File: config.mk
export PLATFORM = sky130hd
export DESIGN_NAME = hazard_ctrl
export DESIGN_NICKNAME = d
export VERILOG_FILES = /design/src/rtl/hazard_ctrl.sv
export SDC_FILE = /design/constraint.sdc
export NUM_CORES = 1
export LEC_CHECK = 0
export ABC_AREA = 1
export CORE_MARGIN = 5
export CORE_UTILIZATION = 45
export CTS_BUF_LIST = sky130_fd_sc_hd__clkbuf_16
export DETAILED_ROUTE_END_ITERATION = 10
export GPL_ROUTABILITY_DRIVEN = 0
export PLACE_DENSITY = 0.74
export SYNTH_ARGS = -nofsm -noshare
export SYNTH_HDL_FRONTEND = slang
export SYNTH_SLANG_ARGS = --single-unit
File: constraint.sdc
create_clock -name clk -period 6 [get_ports clk]
set_input_delay 1.5 -clock clk [delete_from_list [all_inputs] [get_ports clk]]
set_output_delay 1.5 -clock clk [all_outputs]
set_load 0.02 [all_outputs]
File: src/rtl/hazard_ctrl.sv
// Pipeline hazard controller: forwarding selects, load-use and MDU stalls,
// branch/imem flushes and a perf counter of front-end stall cycles.
module hazard_ctrl #(
    parameter int unsigned MDU_LAT = 4,
    parameter int unsigned CNT_W   = 32
) (
    input  logic             clk,
    input  logic             rst,
    input  logic [4:0]       rs1D,
    input  logic [4:0]       rs2D,
    input  logic [4:0]       rs1E,
    input  logic [4:0]       rs2E,
    input  logic [4:0]       rdE,
    input  logic [4:0]       rdM,
    input  logic [4:0]       rdW,
    input  logic             reg_writeM,
    input  logic             reg_writeW,
    input  logic             loadE,
    input  logic             mdu_opE,
    input  logic             pc_srcE,
    input  logic             imem_ready,
    output logic             stallF,
    output logic             stallD,
    output logic             stallE,
    output logic             flushD,
    output logic             flushE,
    output logic             bubbleM,
    output logic [1:0]       forwardAE,
    output logic [1:0]       forwardBE,
    output logic             mdu_busy,
    output logic [CNT_W-1:0] stall_cnt
);

    localparam int unsigned CW = 8;

    typedef enum logic {
        IDLE = 1'b0,
        BUSY = 1'b1
    } state_e;

    state_e             state_q, state_d;
    logic [CW-1:0]      cnt_q, cnt_d;
    logic [CNT_W-1:0]   stall_cnt_q, stall_cnt_d;
    logic               mdu_stall;
    logic               lw;
    logic               stall_d_int;

    // M result is younger than W, so it wins when both match.
    function automatic logic [1:0] fwd_sel(
        input logic [4:0] rs,
        input logic [4:0] rd_m,
        input logic       we_m,
        input logic [4:0] rd_w,
        input logic       we_w
    );
        logic [1:0] sel;
        sel = 2'b00;
        if (we_m && (rd_m != 5'd0) && (rd_m == rs)) begin
            sel = 2'b10;
        end else if (we_w && (rd_w != 5'd0) && (rd_w == rs)) begin
            sel = 2'b01;
        end
        return sel;
    endfunction

    // MDU sequencer: the op stays in E for MDU_LAT cycles, stalling all but the last.
    always_comb begin
        state_d   = state_q;
        cnt_d     = cnt_q;
        mdu_stall = 1'b0;
        case (state_q)
            IDLE: begin
                if (mdu_opE) begin
                    state_d   = BUSY;
                    cnt_d     = CW'(MDU_LAT - 2);
                    mdu_stall = 1'b1;
                end
            end
            BUSY: begin
                if (cnt_q != '0) begin
                    cnt_d     = cnt_q - CW'(1);
                    mdu_stall = 1'b1;
                end else begin
                    state_d = IDLE;
                end
            end
        endcase
    end

    // Hazard outputs; reset forces a quiet, flushing pipeline.
    always_comb begin
        lw          = 1'b0;
        stall_d_int = 1'b0;
        stallF      = 1'b0;
        stallD      = 1'b0;
        stallE      = 1'b0;
        bubbleM     = 1'b0;
        flushD      = 1'b1;
        flushE      = 1'b1;
        forwardAE   = 2'b00;
        forwardBE   = 2'b00;
        if (rst) begin
            lw = loadE && (rdE != 5'd0) && ((rdE == rs1D) || (rdE == rs2D))
                 && (state_q == IDLE);
            stall_d_int = lw || mdu_stall;
            // A taken branch overrides an imem wait so the PC takes the target.
            stallF    = stall_d_int || (!imem_ready && !pc_srcE);
            stallD    = stall_d_int;
            stallE    = mdu_stall;
            bubbleM   = mdu_stall;
            flushD    = pc_srcE || (!imem_ready && !stall_d_int);
            flushE    = pc_srcE || lw;
            forwardAE = fwd_sel(rs1E, rdM, reg_writeM, rdW, reg_writeW);
            forwardBE = fwd_sel(rs2E, rdM, reg_writeM, rdW, reg_writeW);
        end
    end

    always_comb begin
        stall_cnt_d = stall_cnt_q + CNT_W'(stallF);
    end

    always_ff @(posedge clk or negedge rst) begin
        if (!rst) begin
            state_q     <= IDLE;
            cnt_q       <= '0;
            stall_cnt_q <= '0;
        end else begin
            state_q     <= state_d;
            cnt_q       <= cnt_d;
            stall_cnt_q <= stall_cnt_d;
        end
    end

    assign mdu_busy  = (state_q == BUSY);
    assign stall_cnt = stall_cnt_q;

endmodule

==> impl_metrics.json, run 1 <==
{
  "crit_top_cell": "nand2_1",
  "ant_nets": 0,
  "synth.avg_cell_area_um2": 7.84,
  "layout_min_cycle_time_ns": 4.85,
  "cts.clk_slew.worst_paths_ns": 0.06,
  "place_ws_ns": 1.13,
  "async_flop_share": 1.00,
  "ff2ff_path_depth": 17,
  "max_cap_violations": 0,
  "cts_root_buf": "clkbuf_16",
  "synth_compound_area_frac": 0.0362,
  "drcViolationCount": 0,
  "core_um2": 5890,
  "arrival_ns": 3.35,
  "ff2ff_setup_slack_ns": 3.25,
  "nFillCells": 509,
  "antenna_found_initial": 0,
  "setup_viol": 0,
  "die_w_um": 87.4,
  "synth_xor_area_frac": 0.168,
  "hpwl_um": 5540,
  "ctsHoldBuffers": 0,
  "synth-adder-area-share": 0.0186,
  "synth_ff_type": "dfrtp_1",
  "sw_frac_of_total": 0.307,
  "grtUsageTotal": 0.188,
  "muxShareOfSynthArea": 0,
  "ctsResizeCount": 0,
  "cts_buffers": 5,
  "postCtsSetupBuffers": 0,
  "power_frac_seq": 0.415,
  "worstPathCellList": "clkdlybuf4s50_1 -> inv_1 -> nand2_1 -> nand2_1 -> nor2_1 -> nand3_1 -> nand2_1 -> nand2_1 -> nand2_1 -> nand2_1 -> nand2_1 -> clkdlybuf4s50_1",
  "slowest_stage": "clkdlybuf4s50_1",
  "power_density_nw_per_um2": 212,
  "worst-setup-path-type": "in -> out",
  "cts_max_level": 2,
  "outcome": "finished, final reports clean",
  "clock_latency_ns": 0.28,
  "yosysWarnings": 0,
  "pwr-share-clk": 0.332,
  "drt-initial-drc-count": 67,
  "holdPathEnd": "stall_cnt[31]$_DFF_PN0_",
  "syn_nets": 391,
  "layout_common_cells": "nand2_1 (85), clkdlybuf4s50_1 (84), inv_1 (41), dfrtp_1 (41), nor2_1 (37)",
  "grt_max_degree": 43,
  "instances_no_fill": 512,
  "cp.buffers_inverters": 3,
  "worst_pin_slew_ns": 0.532,
  "timing.final.crit_share": 0.808,
  "synth-simple-area-share": 0.323,
  "reg2reg_to": "stall_cnt[22]$_DFF_PN0_",
  "relSlewSlack": 0.645,
  "via_per_inst": 4.86,
  "cp_top_family": "buffers and inverters",
  "ys_ff_latch": 41,
  "fin_tns_setup_ns": 0,
  "ir_drop_uv": 142,
  "tritoncts": "done",
  "synth_top_family_by_area": "simple AND/OR/NAND/NOR gates",
  "holdPathStages": 1,
  "gr-total-overflow": 0,
  "r2r-start": "cnt_q[0]$_DFFE_PN0P_",
  "endpoint_kind": "output pin",
  "wl_per_cell_um": 13.6,
  "fp.dieH_um": 87.4,
  "finalWorstSetupSlack_ns": 1.15,
  "leakagePower_nw": 1.77,
  "num-nets-final": 483,
  "p_switching_mw": 0.246,
  "cts_sinks": 41,
  "worstPathMaxFanout": 3,
  "final_layout_size_suffix_gt1_frac": 0.0961,
  "wirelength_um": 6940,
  "num_vias": 2488,
  "dr.pass1.iters": 4,
  "pwr-share-comb": 0.253,
  "die-area_um2": 7640,
  "mostFrequentLayoutCell": "nand2_1",
  "grt_pass1_wl_um": 11500,
  "seq_area_frac_synth": 0.381,
  "rows": 28,
  "synthCells": 344,
  "synth_enable_flop_cells": 0,
  "post-place-cells": 504,
  "worstHoldStart": "stall_cnt[31]$_DFF_PN0_",
  "grt_pass1_vias": 2549,
  "netlist_area_um2": 2700,
  "rsz0062_at_grt": "false",
  "slew_viol_final": 0,
  "portBuffers": 85,
  "start_util": 0.458,
  "synthToLayoutAreaGrowth_pct": 40.3,
  "power.internal_mw": 0.555,
  "num_io_pins": 86,
  "clock_skew_ns": 0.00736,
  "cp-start-kind": "primary input",
  "synth.distinct_cells": 30,
  "cts_buffer_depth": 2,
  "antenna_cells": 0,
  "cp_data_required_time_ns": 4.50,
  "utilization": 0.643,
  "max_stage_delay_ns": 0.61,
  "worstHoldPathType": "reg -> reg",
  "max_freq_mhz": 206,
  "hold_viol_final": 0
}
power groups by stage:
| stage | Combinational, mW | Clock, mW | Sequential, mW |
|---|---|---|---|
| 5_1_grt | 0.219 | 0.282 | 0.337 |
| 6_report | 0.203 | 0.266 | 0.333 |
| 3_3_place_gp | 0.202 | 0 | 0.336 |
| 3_5_place_dp | 0.205 | 0 | 0.337 |
| 2_1_floorplan | 0.0697 | 0 | 0.361 |
| 4_1_cts | 0.206 | 0.270 | 0.332 |
state kept, by name, indices dropped and copies added, names as in the netlist:
signal / flops
cnt_q: 8
mdu_busy: 1
stall_cnt: 32
Yosys cell counts, types with 5 or more instances:
master   number  share of area
dfrtp_1      41           0.38
inv_1        41          0.057
inv_2        10          0.014
nand2_1      85           0.12
nand2_2       5          0.012
nand3_1      12          0.022
nand4_1       7          0.016
nor2_1       37          0.052
nor3_1       14          0.026
o22ai_1       6          0.014
xnor2_1      22          0.071
xor2_1       28          0.091
how the worst max path moves through the flow:
stage,from,to,slack (ns),depth (start not counted)
3_3_place_gp,rdE[1],stallF,1.18,12
4_1_cts,rdE[2],stallF,1.13,12
6_report,rdE[2],stallF,1.15,12
3_5_place_dp,rdE[4],stallF,1.13,12
2_1_floorplan,rs1E[0],forwardAE[1],2.11,3
5_1_grt,rdE[4],stallF,0.98,12
cells by family (layout without fill, tap and decap cells):
group	Yosys count	in the layout
compound gates	17	17
flops	41	41
simple gates	179	179
xor+xnor	51	51
fa+ha+maj	4	4
buf+inv	52	145
layer usage:
layer | vias up | wire (µm) | track usage
li1 | 1260 | - | -
met1 | 1143 | 3110 | 0.240
met2 | 75 | 3350 | 0.327
met3 | 10 | 376 | 0.0284
met4 | 0 | 103 | 0.0516
met5 | - | 0 | 0
cell type report:
cell class | instances | area, µm² | share of cell area
multi-input combinational | 251 | 1470 | 0.389
timing repair buffer | 86 | 853 | 0.226
sequential | 41 | 1030 | 0.271
inverter | 51 | 191 | 0.0506
clock buffer | 5 | 125 | 0.0331
clock inverter | 3 | 22.5 | 0.00595
tap | 75 | 93.8 | 0.0248
stage by stage:
step / instance area [µm²] / hold WS [ns] / total power, mW
floorplan: 2700 / 0.492 / 0.431
global placement: 3640 / 0.464 / 0.538
detailed placement: 3640 / 0.471 / 0.542
CTS: 3780 / 0.479 / 0.808
global route: 3780 / 0.510 / 0.838
finish: 3780 / 0.479 / 0.801
No activity file was read; power rests on OpenSTA's default activity.
==> run 2: changes to the inputs <==
--- a/config.mk
+++ b/config.mk
@@ -7,11 +7,11 @@
 export LEC_CHECK = 0
 export ABC_AREA = 1
 export CORE_MARGIN = 5
-export CORE_UTILIZATION = 45
+export CORE_UTILIZATION = 42
 export CTS_BUF_LIST = sky130_fd_sc_hd__clkbuf_16
 export DETAILED_ROUTE_END_ITERATION = 10
 export GPL_ROUTABILITY_DRIVEN = 0
-export PLACE_DENSITY = 0.74
+export PLACE_DENSITY = 0.73
 export SYNTH_ARGS = -nofsm -noshare
 export SYNTH_HDL_FRONTEND = slang
 export SYNTH_SLANG_ARGS = --single-unit
==> constraint.sdc (replaced) <==
create_clock -name clk -period 4.44 [get_ports clk]
set_input_delay 1.11 -clock clk [delete_from_list [all_inputs] [get_ports clk]]
set_output_delay 1.11 -clock clk [all_outputs]
set_load 0.02 [all_outputs]
==> run 2 against run 1 <==
Net effect:
- utilization fell by 3.5 points
- global-route usage rose by 0.12 points
- critical path type unchanged
- highest routed layer unchanged
- sequential share of layout area fell by 0.40 points
- clock-buffer cell count did not move
- sequential power rose by 34%
- setup slack got worse by 0.82 ns
- final area rose by 1.5%
==> impl_metrics.json, run 2 (synthesis gave the netlist of run 1 again) <==
{
  "outcome": "finished, final reports clean",
  "slew_viol_final": 0,
  "power.internal_mw": 0.865,
  "utilization": 0.608,
  "via_per_inst": 4.99,
  "cts_root_buf": "clkbuf_16",
  "cts.clk_slew.worst_paths_ns": 0.06,
  "cp_data_required_time_ns": 3.33,
  "r2r-start": "cnt_q[1]$_DFFE_PN0P_",
  "clock_skew_ns": 0.00550,
  "pwr-share-clk": 0.397,
  "finalWorstSetupSlack_ns": 0.329,
  "worstPathCellList": "clkdlybuf4s50_1 -> inv_1 -> nand2_1 -> nand2_1 -> nor2_1 -> nand3_1 -> nand2_1 -> nand2_1 -> nand2_1 -> nand2_1 -> nand2_1 -> clkdlybuf4s50_1",
  "grt_pass1_wl_um": 12700,
  "layout_common_cells": "nand2_1 (85), clkdlybuf4s50_1 (84), inv_1 (41), dfrtp_1 (41), nor2_1 (37)",
  "rsz0062_at_grt": "false",
  "num_io_pins": 86,
  "ctsHoldBuffers": 0,
  "ff2ff_setup_slack_ns": 1.63,
  "core_um2": 6310,
  "drcViolationCount": 0,
  "gr-total-overflow": 0,
  "max_cap_violations": 0,
  "nFillCells": 556,
  "rows": 29,
  "worstHoldStart": "stall_cnt[31]$_DFF_PN0_",
  "grt_pass1_vias": 2648,
  "pwr-share-comb": 0.232,
  "relSlewSlack": 0.625,
  "worst_pin_slew_ns": 0.558,
  "cts_buffers": 5,
  "wl_per_cell_um": 14.3,
  "tritoncts": "done",
  "ant_nets": 0,
  "cp-startpoint": "rdE[2]",
  "reg2reg_to": "stall_cnt[28]$_DFF_PN0_",
  "max_freq_mhz": 243,
  "worstHoldPathType": "reg -> reg",
  "synthToLayoutAreaGrowth_pct": 42.4,
  "cp_top_family": "buffers and inverters",
  "hpwl_um": 5860,
  "hold_viol_final": 0,
  "holdPathStages": 1,
  "cts_max_level": 2,
  "arrival_ns": 3.00,
  "crit_top_cell": "nand2_1",
  "place_ws_ns": 0.341,
  "die_w_um": 90.1,
  "fin_tns_setup_ns": 0,
  "power_frac_seq": 0.371,
  "p_switching_mw": 0.340,
  "final_layout_size_suffix_gt1_frac": 0.0982,
  "antenna_found_initial": 0,
  "num-nets-final": 484,
  "endpoint_kind": "output pin",
  "worst-setup-path-type": "in -> out",
  "timing.final.crit_share": 0.926,
  "wirelength_um": 7340,
  "portBuffers": 85,
  "start_util": 0.427,
  "clock_latency_ns": 0.29,
  "slowest_stage": "clkdlybuf4s50_1",
  "cp-start-kind": "primary input",
  "ir_drop_uv": 204,
  "grtUsageTotal": 0.189,
  "ff2ff_path_depth": 16,
  "drt-initial-drc-count": 91,
  "cts_sinks": 41,
  "cts_buffer_depth": 2,
  "holdPathEnd": "stall_cnt[31]$_DFF_PN0_",
  "layout_min_cycle_time_ns": 4.11,
  "max_stage_delay_ns": 0.61,
  "num_vias": 2570,
  "antenna_cells": 0,
  "die-area_um2": 8120,
  "worstPathMaxFanout": 3,
  "cp.buffers_inverters": 3,
  "multi_input_area_um2": 1470,
  "largest_register_ffs": 32,
  "dr.pass1.iters": 4,
  "fp.dieH_um": 90.1,
  "sw_frac_of_total": 0.282,
  "ctsResizeCount": 0,
  "grt_max_degree": 29,
  "postCtsSetupBuffers": 0,
  "mostFrequentLayoutCell": "nand2_1",
  "power_density_nw_per_um2": 314,
  "layout.area.seq_um2": 1030,
  "setup_viol": 0,
  "leakagePower_nw": 1.79
}
-- run 2: cell types whose count changed in the layout (fill, tap and decap cells not counted), sizes merged --
| cell | previous run | this run |
|---|---|---|
| clkinv | 3 | 0 |
| bufinv | 0 | 2 |
| buf | 2 | 3 |
| inv | 51 | 52 |
-- run 2: worst max path at each step --
stage,end,slack (ns),cells after the start
after floorplan,forwardAE[1],1.33,3
after global placement,stallF,0.42,12
after detailed placement,stallF,0.34,12
after CTS,stallF,0.34,12
after global routing,stallF,0.17,12
final,stallF,0.33,12
-- run 2: worst register-to-register path: stages, from the launching register on --
cell and delay, ns:
dfrtp_1 0.38, inv_1 0.07, ha_1 0.17, nand3_1 0.09
nand2_2 0.14, nand2_2 0.19, inv_2 0.07, nand2_1 0.06
nand2_1 0.06, nand2_1 0.10, ha_1 0.22, ha_1 0.22
nand3_2 0.16, nor4_2 0.53, nand2_1 0.11, nand2_1 0.07
nand2_1 0.05
-- run 2: stage by stage --
stage               cell area, µm²  hold WS [ns]  power [mW]  std cells
floorplan                     2700         0.492       0.582        344
global placement              3650         0.485       0.730        507
detailed placement            3650         0.486       0.735        507
CTS                           3840         0.503        1.22        515
global route                  3840         0.518        1.26        515
finish                        3840         0.490        1.21        515
-- run 2: power groups by stage --
stage	Clock (mW)	Combinational, mW	Sequential, mW
after CTS	0.488	0.283	0.448
after global placement	0	0.278	0.452
after detailed placement	0	0.281	0.454
after global routing	0.503	0.304	0.454
final	0.478	0.280	0.447
after floorplan	0	0.0941	0.488
-- run 2: area by class of cell --
cell class,instances,share of cell area
clock buffers,5,0.0326
clock inverters,3,0.0179
inverters,51,0.0499
multi-input cells,251,0.383
flip-flops and latches,41,0.267
well taps,77,0.0251
repair buffers,87,0.224
-- run 2: per-layer routing --
metal | wire, µm | up-vias | part of all wire | track usage
met2 | 3300 | 89 | 0.45 | 0.307
met1 | 3430 | 1198 | 0.47 | 0.246
met3 | 487 | 11 | 0.066 | 0.0534
met5 | 0 | - | 0 | 0
li1 | - | 1272 | - | -
met4 | 123 | 0 | 0.017 | 0.0496
